### src/rtl/alu_seq_pkg.sv
`default_nettype none
// +--------------------------------------------------------------------+
// | alu_seq_pkg: opcode constants and FSM encoding for the sequencer    |
// | Revision: 1.0                                                       |
// +--------------------------------------------------------------------+
package alu_seq_pkg;

    localparam logic [2:0] OP_ADD    = 3'd0;
    localparam logic [2:0] OP_SUB_AB = 3'd1;
    localparam logic [2:0] OP_SUB_BA = 3'd2;
    localparam logic [2:0] OP_MUL    = 3'd3;
    localparam logic [2:0] OP_DIV_AB = 3'd4;
    localparam logic [2:0] OP_DIV_BA = 3'd5;
    localparam logic [2:0] OP_AND    = 3'd6;
    localparam logic [2:0] OP_OR     = 3'd7;

    typedef enum logic [2:0] {
        ST_GET_OP  = 3'd0,
        ST_GET_OPS = 3'd1,
        ST_ISSUE   = 3'd2,
        ST_WAIT    = 3'd3,
        ST_CAPTURE = 3'd4
    } seq_state_t;

    function automatic logic is_div0(input logic [2:0] op, input logic [3:0] a,
                                     input logic [3:0] b);
        return ((op == OP_DIV_AB) && (b == 4'd0)) || ((op == OP_DIV_BA) && (a == 4'd0));
    endfunction

endpackage
`default_nettype wire

### src/rtl/alu_seq_result_fifo.sv
`default_nettype none
// +--------------------------------------------------------------------+
// | alu_seq_result_fifo: byte FIFO for ALU results, head shown unregd.  |
// | Revision: 1.0                                                       |
// +--------------------------------------------------------------------+
module alu_seq_result_fifo #(
    parameter int RES_DEPTH = 4
) (
    input  logic                       clk,
    input  logic                       rst,
    input  logic                       i_push,
    input  logic                       i_pop,
    input  logic [7:0]                 i_data,
    output logic [7:0]                 o_data,
    output logic [$clog2(RES_DEPTH):0] o_count,
    output logic                       o_empty,
    output logic                       o_full
);
    localparam int c_AW = $clog2(RES_DEPTH);

    logic [7:0]      r_mem [RES_DEPTH];
    logic [c_AW-1:0] r_wr_ptr;
    logic [c_AW-1:0] r_rd_ptr;
    logic [c_AW:0]   r_count;
    logic            w_do_push;
    logic            w_do_pop;

    assign o_empty   = (r_count == '0);
    assign o_full    = (r_count == (c_AW+1)'(RES_DEPTH));
    assign o_count   = r_count;
    assign w_do_pop  = i_pop && !o_empty;
    assign w_do_push = i_push && (!o_full || w_do_pop);
    assign o_data    = o_empty ? 8'h00 : r_mem[r_rd_ptr];

    always_ff @(posedge clk) begin
        if (w_do_push) begin
            r_mem[r_wr_ptr] <= i_data;
        end
    end

    // Power-of-two depth lets the pointers wrap by natural overflow.
    always_ff @(posedge clk) begin
        if (rst) begin
            r_wr_ptr <= '0;
            r_rd_ptr <= '0;
            r_count  <= '0;
        end else begin
            if (w_do_push) begin
                r_wr_ptr <= r_wr_ptr + 1'b1;
            end
            if (w_do_pop) begin
                r_rd_ptr <= r_rd_ptr + 1'b1;
            end
            case ({w_do_push, w_do_pop})
                2'b10:   r_count <= r_count + 1'b1;
                2'b01:   r_count <= r_count - 1'b1;
                default: r_count <= r_count;
            endcase
        end
    end

endmodule
`default_nettype wire

### src/rtl/alu_cmd_sequencer.sv
`default_nettype none
// +--------------------------------------------------------------------+
// | alu_cmd_sequencer: byte-serial command feeder for a registered ALU  |
// | Optional: ALU_SEQ_DIV0_FLAG_EN adds div0_err and 8'hFF substitution.|
// | Revision: 1.0                                                       |
// +--------------------------------------------------------------------+
module alu_cmd_sequencer
    import alu_seq_pkg::*;
#(
    parameter int ALU_LAT   = 1,
    parameter int RES_DEPTH = 4
) (
    input  logic       clk,
    input  logic       rst,
    input  logic [7:0] in_data,
    input  logic       in_valid,
    output logic       in_ready,
    output logic [3:0] alu_a,
    output logic [3:0] alu_b,
    output logic [2:0] alu_op,
    input  logic [7:0] alu_result,
    output logic [7:0] res_data,
    output logic       res_valid,
    input  logic       res_ready,
`ifdef ALU_SEQ_DIV0_FLAG_EN
    output logic       div0_err,
`endif
    output logic       busy
);
    localparam int c_CW = $clog2(RES_DEPTH) + 1;

    seq_state_t      r_state;
    seq_state_t      w_state_nxt;
    logic [2:0]      r_op_pend;
    logic [3:0]      r_alu_a;
    logic [3:0]      r_alu_b;
    logic [2:0]      r_alu_op;
    logic [2:0]      r_lat_cnt;
    logic            w_xfer;
    logic            w_push;
    logic [7:0]      w_push_data;
    logic [c_CW-1:0] w_count;
    logic            w_empty;
    logic            w_full;

    assign w_xfer = in_valid && in_ready;

    always_ff @(posedge clk) begin
        if (rst) begin
            r_state <= ST_GET_OP;
        end else begin
            r_state <= w_state_nxt;
        end
    end

    always_comb begin
        w_state_nxt = r_state;
        in_ready    = 1'b0;
        w_push      = 1'b0;
        case (r_state)
            ST_GET_OP: begin
                in_ready = (w_count < c_CW'(RES_DEPTH));
                if (in_valid && in_ready) begin
                    w_state_nxt = ST_GET_OPS;
                end
            end
            ST_GET_OPS: begin
                in_ready = 1'b1;
                if (in_valid) begin
                    w_state_nxt = ST_ISSUE;
                end
            end
            ST_ISSUE: begin
                w_state_nxt = ST_WAIT;
            end
            ST_WAIT: begin
                if (r_lat_cnt == 3'd1) begin
                    w_state_nxt = ST_CAPTURE;
                end
            end
            ST_CAPTURE: begin
                w_push      = 1'b1;
                w_state_nxt = ST_GET_OP;
            end
            default: begin
                w_state_nxt = ST_GET_OP;
            end
        endcase
    end

    // The ALU operand/opcode lines move only when a full command has arrived.
    always_ff @(posedge clk) begin
        if (rst) begin
            r_op_pend <= 3'd0;
            r_alu_a   <= 4'd0;
            r_alu_b   <= 4'd0;
            r_alu_op  <= 3'd0;
            r_lat_cnt <= 3'd0;
        end else begin
            if (r_state == ST_GET_OP && w_xfer) begin
                r_op_pend <= in_data[2:0];
            end
            if (r_state == ST_GET_OPS && w_xfer) begin
                r_alu_a  <= in_data[7:4];
                r_alu_b  <= in_data[3:0];
                r_alu_op <= r_op_pend;
            end
            if (r_state == ST_ISSUE) begin
                r_lat_cnt <= 3'(ALU_LAT);
            end else if (r_state == ST_WAIT) begin
                r_lat_cnt <= r_lat_cnt - 3'd1;
            end
        end
    end

`ifdef ALU_SEQ_DIV0_FLAG_EN
    logic r_div0_err;
    logic w_div0;

    assign w_div0      = is_div0(r_alu_op, r_alu_a, r_alu_b);
    assign w_push_data = w_div0 ? 8'hFF : alu_result;
    assign div0_err    = r_div0_err;

    always_ff @(posedge clk) begin
        if (rst) begin
            r_div0_err <= 1'b0;
        end else begin
            r_div0_err <= w_push && w_div0;
        end
    end
`else
    assign w_push_data = alu_result;
`endif

    alu_seq_result_fifo #(
        .RES_DEPTH (RES_DEPTH)
    ) u_fifo (
        .clk     (clk),
        .rst     (rst),
        .i_push  (w_push && !w_full),
        .i_pop   (res_ready),
        .i_data  (w_push_data),
        .o_data  (res_data),
        .o_count (w_count),
        .o_empty (w_empty),
        .o_full  (w_full)
    );

    assign res_valid = !w_empty;
    assign busy      = (r_state != ST_GET_OP);
    assign alu_a     = r_alu_a;
    assign alu_b     = r_alu_b;
    assign alu_op    = r_alu_op;

endmodule
`default_nettype wire

### config.mk
export PLATFORM = sky130hd
export DESIGN_NAME = alu_cmd_sequencer
export DESIGN_NICKNAME = d
export VERILOG_FILES = /design/src/rtl/alu_seq_pkg.sv /design/src/rtl/alu_seq_result_fifo.sv /design/src/rtl/alu_cmd_sequencer.sv
export SDC_FILE = /design/constraint.sdc
export NUM_CORES = 1
export LEC_CHECK = 0
export ABC_AREA = 1
export BUFFER_PORTS_ARGS = -buffer_cell sky130_fd_sc_hd__buf_2
export CAP_MARGIN = 20
export CORE_ASPECT_RATIO = 0.9
export CORE_MARGIN = 4
export CORE_UTILIZATION = 40
export CTS_CLUSTER_SIZE = 10
export DETAILED_ROUTE_END_ITERATION = 8
export HOLD_SLACK_MARGIN = 0.1
export PLACE_DENSITY = 0.62
export SLEW_MARGIN = 40
export SYNTH_ARGS = -nofsm -noshare
export SYNTH_HDL_FRONTEND = slang
export SYNTH_SLANG_ARGS = --single-unit
export TNS_END_PERCENT = 10
### constraint.sdc
create_clock -name clk -period 1.97 [get_ports clk]
set_input_delay 0.2955 -clock clk [delete_from_list [all_inputs] [get_ports clk]]
set_output_delay 0.2955 -clock clk [all_outputs]
set_load 0.01 [all_outputs]
======== After elaboration in Yosys (flattened, before gate mapping) ========
Memory sizes are Yosys's and may differ from the RTL's. A register that Yosys moved wholly into a read port is not among the register bits.
Index checks and enable logic that the tools add are counted.
storage, ports and cells
  memory bits (writable) .................. 32
  output and inout bits ................... 22
  memories kept ........................... 1
  logic and storage cells ................. 59
  bits in registers ....................... 27
  bits of input ports ..................... 20
memories
  name          words  bits a word  rd ports  clocked after memory_dff  write ports  RTL line                   source
  u_fifo.r_mem  4      8            1         1                         1            alu_seq_result_fifo.sv:21  logic [7:0] r_mem [RES_DEPTH];
cells by class
  reduce and logical (&&, ||, !) cells .... 17
  mux-type cells .......................... 14
  add/subtract/negate cells ............... 5
  eq/ne operators ......................... 11
  $lt $le $gt $ge ......................... 1
operators by type and width
  cell                                                                 number
  3-bit case mux with 4 select lines                                   1
  3-bit two-way mux                                                    3
  8-bit two-way mux                                                    1
  1-bit logical AND                                                    7
  3-bit by 1-bit == test with 1-bit output (second input constant)     2
  3-bit by 2-bit == test with 1-bit output (second input constant)     2
  3-bit == test (second input constant)                                2
  3-bit logical NOT                                                    2
  2-bit != test (second input constant)                                3
  3-bit case mux with 2 select lines                                   1
  3-bit by 1-bit subtractor with 3-bit output (second input constant)  2
  1-bit two-way mux                                                    5
  2-bit by 1-bit adder with 2-bit output (second input constant)       2
  2-bit two-way mux                                                    2
  2-bit nonzero test                                                   2
  3-bit by 1-bit adder with 3-bit output (second input constant)       1
  3-bit less-than comparator (second input constant)                   1
  3-bit AND reduction                                                  1
  3-bit nonzero test                                                   1
  2-bit by 1-bit == test with 1-bit output (second input constant)     1
  2-bit == test (second input constant)                                1
  1-bit logical NOT                                                    2
  1-bit case mux with 2 select lines                                   1
  2-bit OR reduction                                                   1
  1-bit logical OR                                                     1

======== Depth between registers and ports, before layout ========
  depth in word-level cells ............... 7
  depth in mapped cells ................... 11

======== Cells and area by module ========
A second synthesis with hierarchy kept.
second synthesis, totals
  cells, all modules ...................... 282
  area, all modules ....................... 2606.2 µm²
modules (own cells, without submodules)
  module               cells each  seq. area each (µm²)  times used  area an instance (µm²)
  alu_seq_result_fifo  168         1141.1                1           1756.7
  alu_cmd_sequencer    114         400.4                 1           849.6

======== Worst setup path after synthesis ========
No wires, ideal clock.
  path kind ............................... flip-flop to flip-flop
  from .................................... register u_fifo.r_count[0] (netlist: u_fifo.o_count[0])
  to ...................................... register u_fifo.r_count[2] (netlist: u_fifo.o_count[2])
  cell stages (with the launch flop) ...... 12
  arrival time ............................ 1829 ps
  required time ........................... 1900 ps
  library setup time ...................... 70 ps
  setup slack ............................. 71 ps
  path buffers ............................ 0
  cell sequence ........................... dfxtp_1 -> inv_1 -> nand3_1 -> nand2_1 -> inv_1 -> ha_1 -> inv_1 -> fa_1 -> or2_2 -> nand2_1 -> o21ai_0 -> a21oi_1
on the way
  word-level cells in the longest chain between the ends .. 7
RTL lines
  item                                                                       RTL line                   source
  from (decl)                                                                alu_seq_result_fifo.sv:24  logic [c_AW:0] r_count;
  from (signal assigned)                                                     alu_seq_result_fifo.sv:55  2'b10: r_count <= r_count + 1'b1;
  from (signal assigned)                                                     alu_seq_result_fifo.sv:56  2'b01: r_count <= r_count - 1'b1;
  from (signal assigned)                                                     alu_seq_result_fifo.sv:57  default: r_count <= r_count;
  3-bit logical NOT (*)                                                      alu_seq_result_fifo.sv:28  assign o_empty = (r_count == '0);
  1-bit logical NOT (*)                                                      --
  net res_valid                                                              alu_cmd_sequencer.sv:23    output logic res_valid,
  1-bit logical AND (*)                                                      alu_seq_result_fifo.sv:31  assign w_do_pop = i_pop && !o_empty;
  net u_fifo.w_do_pop                                                        alu_seq_result_fifo.sv:26  logic w_do_pop;
  1-bit logical OR                                                           alu_seq_result_fifo.sv:32  assign w_do_push = i_push && (!o_full || w_do_pop);
  1-bit logical AND                                                          alu_seq_result_fifo.sv:32
  2-bit by 1-bit == test with 1-bit output or 2-bit == test (tied branches)  alu_seq_result_fifo.sv:54  case ({w_do_push, w_do_pop})
  3-bit case mux with 2 select lines or 2-bit nonzero test (tied branches)   --
Mark *: on every way through the listed nets, which the timed path passes. The rest lies on a longest branch.
A chain may end at the register's enable or synchronous reset.

======== Worst setup path in the final report ========
  from .................................... register u_fifo.r_count[0] (netlist: u_fifo.o_count[0])
  to ...................................... register u_fifo.r_count[2] (netlist: u_fifo.o_count[2])
on the way
  word-level cells in the longest chain between the ends .. 7
RTL lines
  item                                                                       RTL line
  3-bit logical NOT (*)                                                      alu_seq_result_fifo.sv:28
  1-bit logical NOT (*)                                                      alu_seq_result_fifo.sv:31
  1-bit logical AND (*)                                                      alu_seq_result_fifo.sv:31
  net u_fifo.w_do_pop                                                        alu_seq_result_fifo.sv:26
  1-bit logical OR                                                           alu_seq_result_fifo.sv:32
  1-bit logical AND                                                          alu_seq_result_fifo.sv:32
  2-bit by 1-bit == test with 1-bit output or 2-bit == test (tied branches)  alu_seq_result_fifo.sv:54
  3-bit case mux with 2 select lines or 2-bit nonzero test (tied branches)   --
Marked as above.

==> results by group <==
Floorplan
  • Number of standard-cell rows in the floorplan: 27
  • Initial standard-cell utilization of the core: roughly two fifths
  • Die Ht: approximately 83 um
  • Total Die Area: 0.007629 mm^2
  • Die width: 91.63 um
  • Core Area: 0.006115 mm^2
  • Number of top-level pins: between 40 and 50

Clocking
  • Clock-pin slew of the registers on the worst-case setup and hold paths: approximately 0.07 ns
  • Number of gates given a new drive strength after cts: 0
  • Hold_buf cts: 0
  • Buffer count from post-CTS setup fixing: 0
  • Master cell of the clock root buffer: sky130_fd_sc_hd__clkbuf_8
  • Count of clock tree sinks: 61
  • TritonCTS clock tree: yes
  • H-tree depth: 3
  • Maximum clock insertion buffer count: 2
  • Insertion delay to the later sink of the worst-skew pair: 0.33 ns
  • Total CTS buffers: 9

Min path
  • Number of stages on the worst hold path: 1
  • Min-Delay Endpoint: u_fifo.r_mem[0][0]
  • Worst hold path class: in2reg
  • Min-Delay Startpoint: alu_result[0]

Global routing
  • Grt ovf: 0
  • Maximum number of pins on one net before global-route repair: 23
  • Wire length of the first global-routing pass: between 8 and 9 mm
  • Global-route usage over all layers: approximately 14%
  • Number of global-route vias before repair: between 1500 and 2000
  • Number of antenna violations at the first check in global routing: 0

STA
  • Post-route setup slack: 0.1855 ns
  • Worst max-slew margin expressed relative to the limit: approximately 63%
  • Layout Skew: ~0.0073 ns
  • Final-report setup violation count: 0
  • Final Cycle Share: between 90% and 100%
  • Number of failing hold endpoints at the final stage: 0
  • Slew at the pin closest to its max-slew limit: between 0.5 and 0.6 ns
  • WHS: around 0.18 ns
  • Final count of pins violating max slew: 0
  • Final TNS setup: 0 ns
  • Setup repair after global routing missed its margin: false
  • Upper clock frequency limit: around 560 MHz
  • Final worst path period need: between 1.5 and 2 ns

Yosys
  • Post-Synth Adder-Cell Area: between 4 and 5%
  • Share of synthesized cell area in and, or, nand and nor gates: around an eighth
  • Syn. warnings: 0
  • Largest family of logic cells by synthesized area: compound AO/OA/AOI/OAI gates
  • Complex-gate fraction of the synthesized area: between 10% and 20%
  • Syn avg cell area: just under 10 um^2
  • Sequential cell area fraction in the yosys report: 61.23%
  • Count of cell types in the netlist: 25
  • Share of the synthesized netlist area taken by xor and xnor gates: 0.6958%
  • Post-synthesis instance total: about 260
  • Net count after synthesis: 290
  • Count of state elements after synthesis: 61
  • Yosys top cell by area: sky130_fd_sc_hd__edfxtp_1
  • Mapped Area: ~0.0025 mm^2
  • Multiplexer area fraction after synthesis: 0%
  • Post-synth top area share: a little under two fifths
  • Biggest area contributors in the synthesized netlist: sky130_fd_sc_hd__edfxtp_1 (38%), sky130_fd_sc_hd__dfxtp_1 (23%), sky130_fd_sc_hd__nor2_1 (7.9%), sky130_fd_sc_hd__a21oi_1 (6.0%), sky130_fd_sc_hd__o21ai_0 (5.2%)

Worst setup path
  • Startpoint class of the critical path: flop
  • CP max stage delay: 0.32 ns
  • Crit path cell chain: inv_2, nand3_2, nand2_1, inv_1, ha_1, inv_2, fa_2, or2_2, nand2_1, o21ai_0, a21oi_1
  • Arr. time, crit path: ~2 ns
  • Critical-path cell with the highest stage delay: sky130_fd_sc_hd__dfxtp_1
  • Buffering stage count on the worst path with inverters included: 3
  • Max Fanout on Critical Path: 5
  • Critical setup path kind: reg2reg
  • Depth of the worst register-to-register path: 11
  • Worst flop-to-flop path endpoint: u_fifo.o_count[2]
  • Crit end category: flop
  • Critical path data required time: between 2 and 2.5 ns
  • Startpoint of the lowest-slack register-to-register path: u_fifo.o_count[0]
  • Worst path top cell family by delay: simple AND/OR/NAND/NOR gates
  • Slack of the worst reg-to-reg path: between 0.15 and 0.2 ns
  • Critical path depth in cells: 11

Power and ir drop
  • Switch share: approximately a quarter
  • Net Switching: 666.8 uW
  • Internal power summed over all cells: 1959 uW
  • Leak pwr: about 0.0013 uW
  • Register share of total power: about 54%
  • Power density of the placed cells: approximately 860 mW/mm^2
  • Worst vdd rail ir drop: about 0.47 mV
  • Part of the power in the clock network: a little over a third
  • Relative contribution of combinational cells to total power: roughly 11%

Route
  • Initial DRC Count: 66
  • Vias per cell: about 4.6
  • DRT antenna net count: 0
  • Post-route DRC: 0
  • Wire per inst: 12.15 um
  • Wire length after detailed routing: roughly 5 mm
  • Iteration count of the initial detailed-routing pass: 4
  • Total vias in the final route: approximately 1900

Cells and area
  • Register area: about 0.0015 mm^2
  • Commonest cells after routing, fill and taps aside: sky130_fd_sc_hd__nor2_1 (53), sky130_fd_sc_hd__buf_2 (41), sky130_fd_sc_hd__edfxtp_1 (32)
  • Fraction of layout cells with a size suffix above 1: around a quarter
  • Core occupancy in the finished layout: around half
  • Area growth syn-to-layout: 21.32%
  • Leading cell type in the layout, fill and taps excluded: sky130_fd_sc_hd__nor2_1
  • Number of fill cells: 600
  • Antenna diodes: 0
  • Finished layout cell area: slightly above 0.003 mm^2
  • Multi-input gate area in the final layout: roughly 800 um^2
  • Net count of the finished layout: approximately 350

Job
  • Total of max-cap violations: 0

Place
  • Post-placement setup slack: around 0.084 ns
  • Placer Congestion: approximately 0.78
  • Sum of net half-perimeters after detailed placement: around 3.5 mm
  • Total of buffers placed on input and output ports: slightly above 40
  • Instance area at placement: just under 0.003 mm^2

Outcome
  • Result of the run: finished, final reports clean
-- flip-flops by register name, summed over array words and instances, names as in the netlist, named ones only --
register         count
u_fifo.r_mem        32
alu_a                4
alu_b                4
alu_op               3
r_lat_cnt            3
r_op_pend            3
r_state              3
u_fifo.o_count       3
u_fifo.r_rd_ptr      2
u_fifo.r_wr_ptr      2
-- routing by layer --
layer	GRT usage, %	routed length, um	share of wire (%)
met3	4.982	263	5.3
met2	22.36	2324	47
met4	5.753	64	1.3
met5	0	0	0
met1	16.96	2331	47
-- layout make-up --
cell class	count	area share (%)
clock buffers	12	4.424
clock inverters	4	0.8193
inverters	34	4.179
multi-input cells	159	26.75
flip-flops and latches	61	50.59
well taps	87	3.564
repair buffers	53	9.668
-- Yosys cell counts (all sizes together) --
| cell | number |
|---|---|
| nor2 | 56 |
| o21ai | 37 |
| inv | 34 |
| edfxtp | 32 |
| a21oi | 30 |
| dfxtp | 29 |
| nand2 | 14 |
| ha | 7 |
| nand3 | 7 |
| buf | 5 |
| clkbuf | 3 |
| or2 | 2 |
| xor2 | 2 |
| a211oi | 1 |
| a31oi | 1 |
| fa | 1 |
| nor3 | 1 |
-- cell families after synthesis --
group	Yosys count
buffers and inverters	42
and+or+nand+nor	80
DFF	61
adders and majority gates	8
xor gates and xnor gates	2
AOI/OAI and AO/OA	69
-- how the worst max path moves through the flow --
stage | from | to | slack, ns
after floorplan | u_fifo.o_count[0] | u_fifo.o_count[2] | 0.07
after global placement | u_fifo.o_count[1] | u_fifo.o_count[2] | 0.13
after detailed placement | u_fifo.o_count[1] | u_fifo.o_count[2] | 0.08
after CTS | u_fifo.o_count[1] | u_fifo.o_count[2] | 0.06
after global routing | u_fifo.o_count[0] | u_fifo.o_count[2] | 0.01
final | u_fifo.o_count[0] | u_fifo.o_count[2] | 0.19
-- power by group through the flow --
stage	Sequential, uW	Clock (uW)	Combinational (uW)
2_1_floorplan	1460	0	166
3_3_place_gp	1450	0	289
3_5_place_dp	1450	0	293
4_1_cts	1420	953	294
5_1_grt	1430	1000	333
6_report	1420	915	290
-- through the flow --
step           instances  power [uW]
2_1_floorplan        262        1626
3_3_place_gp         394        1734
3_5_place_dp         394        1740
4_1_cts              410        2667
5_1_grt              410        2762
6_report             410        2625
No activity file was read; power rests on OpenSTA's default activity.
